`src/rtl/imem_loader_pkg.sv`:
```
// Shared types and constants for the instruction-memory boot loader.
// Pure definitions: no logic, no latency, no flow control.
package imem_loader_pkg;

  localparam int          DEFAULT_ADDR_W = 10;
  // Byte address of word index 0 in the CPU's view of instruction memory.
  localparam logic [31:0] IMEM_BASE      = 32'h0000_3000;

  typedef enum logic [2:0] {
    IDLE,
    LEN_HI,
    LEN_LO,
    DATA,
    CHK,
    DONE,
    ERR
  } state_t;

endpackage

```
`src/rtl/imem_loader_word_packer.sv`:
```
// Packs a byte stream big-endian into 32-bit words; word_vld pulses one cycle after the 4th byte.
// No backpressure: every byte_vld is taken, clear restarts packing at byte 0.
module word_packer (
  input  logic        clk,
  input  logic        clr_n,
  input  logic        clear,
  input  logic        byte_vld,
  input  logic [7:0]  byte_dat,
  output logic        word_vld,
  output logic [31:0] word_dat
);

  logic [23:0] sh;
  logic [1:0]  cnt;

  always_ff @(posedge clk or negedge clr_n) begin
    if (!clr_n) begin
      sh       <= '0;
      cnt      <= '0;
      word_vld <= 1'b0;
      word_dat <= '0;
    end else begin
      word_vld <= 1'b0;
      if (clear) begin
        sh  <= '0;
        cnt <= '0;
      end else if (byte_vld) begin
        sh  <= {sh[15:0], byte_dat};
        cnt <= cnt + 2'd1;
        // word_dat only changes on completion so it holds between writes
        if (cnt == 2'd3) begin
          word_vld <= 1'b1;
          word_dat <= {sh, byte_dat};
        end
      end
    end
  end

endmodule

```
`src/rtl/imem_loader.sv`:
```
// Boot loader: length-prefixed byte image -> one-cycle imem word writes, CPU held until checksum matches.
// Writes land one cycle after a word's 4th byte; in_ready is high only while a load is in progress.
module imem_loader
  import imem_loader_pkg::*;
#(
  parameter int ADDR_W    = DEFAULT_ADDR_W,
  parameter int MAX_WORDS = 1 << ADDR_W
) (
  input  logic              clk,
  input  logic              clr_n,
  input  logic              start,
  input  logic              in_valid,
  input  logic [7:0]        in_data,
  output logic              in_ready,
  output logic              we,
  output logic [ADDR_W-1:0] waddr,
  output logic [31:0]       wdata,
  output logic              cpu_hold,
  output logic              done,
  output logic              err,
  output logic [ADDR_W:0]   words_written
);

  state_t      state, state_nxt;
  logic [7:0]  len_hi;
  logic [7:0]  cksum;
  logic [15:0] n_words;
  logic [15:0] len_n;
  logic [1:0]  byte_cnt;
  logic [16:0] wr_next;
  logic        take, load_start, data_take, word_end, last_word, too_long;

  assign take       = in_valid & in_ready;
  assign load_start = start & (state == IDLE || state == DONE || state == ERR);
  assign data_take  = take & (state == DATA);
  assign word_end   = data_take & (byte_cnt == 2'd3);
  assign wr_next    = 17'(words_written) + 17'd1;
  assign last_word  = word_end & (wr_next == {1'b0, n_words});
  assign len_n      = {len_hi, in_data};
  assign too_long   = 32'(len_n) > 32'(MAX_WORDS);

  assign in_ready = (state == LEN_HI) || (state == LEN_LO) || (state == DATA) || (state == CHK);
  assign done     = (state == DONE);
  assign err      = (state == ERR);
  assign cpu_hold = (state != DONE);

  always_ff @(posedge clk or negedge clr_n) begin
    if (!clr_n) state <= IDLE;
    else        state <= state_nxt;
  end

  always_comb begin
    state_nxt = state;
    case (state)
      IDLE:   if (load_start) state_nxt = LEN_HI;
      LEN_HI: if (take) state_nxt = LEN_LO;
      LEN_LO: if (take) begin
        if (too_long)           state_nxt = ERR;
        else if (len_n == 16'd0) state_nxt = CHK;
        else                    state_nxt = DATA;
      end
      // the final word's write is issued while already in CHK
      DATA:   if (last_word) state_nxt = CHK;
      CHK:    if (take) state_nxt = (in_data == cksum) ? DONE : ERR;
      DONE:   if (load_start) state_nxt = LEN_HI;
      ERR:    if (load_start) state_nxt = LEN_HI;
      default: state_nxt = IDLE;
    endcase
  end

  always_ff @(posedge clk or negedge clr_n) begin
    if (!clr_n) begin
      len_hi        <= '0;
      n_words       <= '0;
      cksum         <= '0;
      byte_cnt      <= '0;
      words_written <= '0;
      waddr         <= '0;
    end else if (load_start) begin
      cksum         <= '0;
      byte_cnt      <= '0;
      words_written <= '0;
    end else begin
      if (take && state == LEN_HI) len_hi  <= in_data;
      if (take && state == LEN_LO) n_words <= len_n;
      if (data_take) begin
        cksum    <= cksum ^ in_data;
        byte_cnt <= byte_cnt + 2'd1;
      end
      if (word_end) begin
        waddr         <= words_written[ADDR_W-1:0];
        words_written <= words_written + {{ADDR_W{1'b0}}, 1'b1};
      end
    end
  end

  word_packer u_packer (
    .clk      (clk),
    .clr_n    (clr_n),
    .clear    (load_start),
    .byte_vld (data_take),
    .byte_dat (in_data),
    .word_vld (we),
    .word_dat (wdata)
  );

endmodule

```
`config.mk`:
```
export PLATFORM = sky130hd
export DESIGN_NAME = imem_loader
export DESIGN_NICKNAME = d
export VERILOG_FILES = /design/src/rtl/imem_loader_pkg.sv /design/src/rtl/imem_loader_word_packer.sv /design/src/rtl/imem_loader.sv
export SDC_FILE = /design/constraint.sdc
export NUM_CORES = 1
export LEC_CHECK = 0
export BUFFER_PORTS_ARGS = -buffer_cell sky130_fd_sc_hd__buf_2
export CAP_MARGIN = 20
export CORE_UTILIZATION = 52
export CTS_CLUSTER_DIAMETER = 150
export CTS_CLUSTER_SIZE = 14
export DETAILED_ROUTE_END_ITERATION = 12
export PLACE_DENSITY = 0.86
export SLEW_MARGIN = 25
export SYNTH_ARGS = -nofsm -noshare
export SYNTH_HDL_FRONTEND = slang
export SYNTH_HIERARCHICAL = 1
export SYNTH_SLANG_ARGS = --single-unit
```
`constraint.sdc`:
```
create_clock -name clk -period 2.6 [get_ports clk]
set_clock_uncertainty 0.15 [all_clocks]
set_input_delay 0 -clock clk [delete_from_list [all_inputs] [get_ports clk]]
set_output_delay 0 -clock clk [all_outputs]
set_load 0.1 [all_outputs]
```
==> flow_summary.yaml <==
timing:
  setup_tns_ns: 0
  hold_violations: 0
  finalMaxSlewViolations: 0
  setup_viol: 0
  fin_crit_ns: 2.44
  tightest_slew_ns: 0.674
  fin_crit_sh: 0.940
  slew_headroom: 0.549
  holdWs_ns: 0.214
  rsz0062_at_grt: "yes"
  fmax_ghz: 0.409
  fin_ws_ns: 0.157
layout:
  fill_cells: 730
  final_common_cell: "dfrtp_1"
  multi_input_area_um2: 2390
  final_cell_mix: "dfrtp_1, buf_2, nor2_1, nand2_1, mux2_4"
  fin_nets: 566
  area_growth_syn_to_layout_pct: 22.6
  drive_above_1_share: 0.337
  regArea_um2: 2940
  post-route-util: 0.657
  antenna-diode-count: 0
routing:
  wirelength_um: 12800
  drcViolationCount: 0
  num_vias: 3970
  antenna_left: 0
  vias_per_cell: 5.67
  drt_first_pass_iters: 5
  drt_iter0_drc: 328
  wl_per_cell_um: 18.3
yosys:
  synth_compound_area_frac: 0.0572
  yosys.area_share.xor_xnor: 0.0509
  syn_area_per_cell_um2: 11.7
  syn-num-nets: 484
  yosys_warnings: 6
  ys_types: 50
  synthesis.area_um2: 5510
  synth_top_family_by_area: "multiplexers"
  yosysSeqAreaShare: 0.532
  async_flop_share: 1.00
  ys.flop_type: "dfrtp_1"
  muxShareOfSynthArea: 0.185
  syn_inst: 469
  synthAdderAreaFrac: 0.00682
  synth_edf_count: 0
  synth.top_cell.area_share: 0.532
  yosys.area.top_type: "dfrtp_1"
  synth-seq-cells: 117
  synth.area.top_cells: "dfrtp_1, mux2_4, mux2_2"
  synthSimpleGateAreaFrac: 0.131
outcome:
  status: "complete, no violations"
die:
  die_w_um: 105
  die-area_um2: 11000
  coreArea_um2: 10300
  initial_core_util: 0.536
  ioPinCount: 70
  die_h_um: 105
  fp-row-count: 37
setup_path:
  max_stage_delay_ns: 0.54
  r2r-start: "words_written[0]"
  crit_start: "words_written[0]"
  crit_type: "flop to flop"
  path_cells: "ha_1 -> xor2_1 -> nor3_2 -> nand3_1 -> or4_4 -> nor4_2 -> nor3_1"
  crit_path_top_delay_cell: "or4_4"
  path_delay_family: "simple AND/OR/NAND/NOR gates"
  cp.buffers_inverters: 0
  cp-end-kind: "flop"
  critPathRequiredTime_ns: 2.85
  cp-start-kind: "flop"
  cp.arrival_ns: 2.69
  path_max_fanout: 8
global_routing:
  grt_overflow: 0
  grt_pass1_wl_um: 21300
  grt_use_total: 0.252
  grt_start_max_net_pins: 89
  met2_usage: 0.425
  grt_pass1_vias: 4144
  busiest_layer: "met2"
  met3_usage: 0.0530
  grt_util_met1: 0.309
  antenna_found_initial: 0
place:
  place_congestion: 0.904
  place_ws_ns: 0.137
  io_buffers: 69
  dp_hpwl_um: 7700
clock_tree:
  cts_setup_buffers: 0
  numCtsBuffers: 17
  cts_buffer_depth: 2
  insertion_delay_ns: 0.53
  tritoncts: "built"
  cts.sinks: 117
  clk_pin_slew_ns: 0.06
  clock-root-buffer: "clkbuf_8"
  htree_levels: 4
power:
  vdd_drop_max_v: 0.000598
  leakage_nw: 3.40
  finalPower_mw: 7.99
  power.density_nw_per_um2: 1180
min_path:
  hold_path_class: "input port to flop"
  hold_start: "in_data[1]"
job:
  maxCapViolations: 0
[synth_stat cells, types with 2 or more instances]
cell type / number
clkbuf_1: 10
nand4_1: 2
nor3b_1: 2
o211ai_1: 3
buf_6: 6
mux2_2: 27
a21oi_1: 6
or2_2: 3
nor2b_1: 2
buf_4: 4
or3_1: 3
o21ai_0: 19
nor2_1: 53
nor4_1: 7
buf_2: 4
nor3_2: 2
ha_1: 3
mux2_4: 29
mux2i_1: 28
xor2_1: 22
o21a_1: 2
inv_1: 5
a31oi_1: 4
o31ai_1: 5
and3_1: 4
nand2_1: 52
xnor2_1: 10
or4_4: 2
dfrtp_1: 117
nor3_1: 5
o22a_1: 2
nand3_1: 7
and2_1: 2
[flip-flops by register name (all words and copies together), names as in the netlist]
register and cells:
u_packer/word_dat 32, u_packer/sh 24, n_words 16, words_written 11, waddr 10, cksum 8, len_hi 8, state 3
byte_cnt 2, u_packer/cnt 2, u_packer/word_vld 1
[final timing paths]
check	end	slack (ns)	cells after the start
worst max-delay path	state[1]	0.16	7
worst min-delay path	u_packer/word_dat[1]	0.21	3
worst max register to register	state[1]	0.16	7
worst min register to register	waddr[6]	0.32	2
max in group asynchronous	words_written[0]	1.44	4
min in group asynchronous	words_written[8]	0.38	4
[per-layer routing]
metal,vias to the layer above,part of all wire
li1,1784,-
met1,1977,0.41
met2,168,0.51
met3,41,0.050
met4,0,0.035
met5,-,0
[repair_timing]
action,in CTS,in global routing
hold buffers,13,0
hold endpoints to repair,160,0
gates resized for setup,0,1
setup endpoints to repair,0,2
[kinds of logic after synthesis]
kind of cell | after synthesis
AO/OA/AOI/OAI | 49
XOR/XNOR | 32
adder cells (fa/ha/maj) | 3
buffers and inverters | 32
flip-flops | 117
multiplexers | 84
AND/OR/NAND/NOR | 152
[cell type report]
type,count,area share
clock buffers,18,0.0634
clock inverters,14,0.0328
multi-input cells,320,0.353
flip-flops and latches,117,0.436
inverters,5,0.00278
well taps,136,0.0252
repair buffers,90,0.0867
[worst reg2reg max path, cell delays in order (launching register included)]
cell and delay [ns]:
dfrtp_4 0.51, ha_1 0.33, xor2_1 0.18, nor3_2 0.18
nand3_1 0.08, or4_4 0.54, nor4_2 0.22, nor3_1 0.12
[stage by stage]
stage / instances / cell area [um2]
finish: 700 / 6750
global route: 700 / 6750
CTS: 700 / 6750
detailed placement: 655 / 5960
global placement: 655 / 5960
floorplan: 469 / 5530
[power breakdown]
part	internal, mW	switching, mW	leakage (nW)
sequential	2.33	0.518	1.55
clock	1.69	0.875	0.314
combinational	0.877	1.70	1.54
Power figures use the tool's default switching activity.
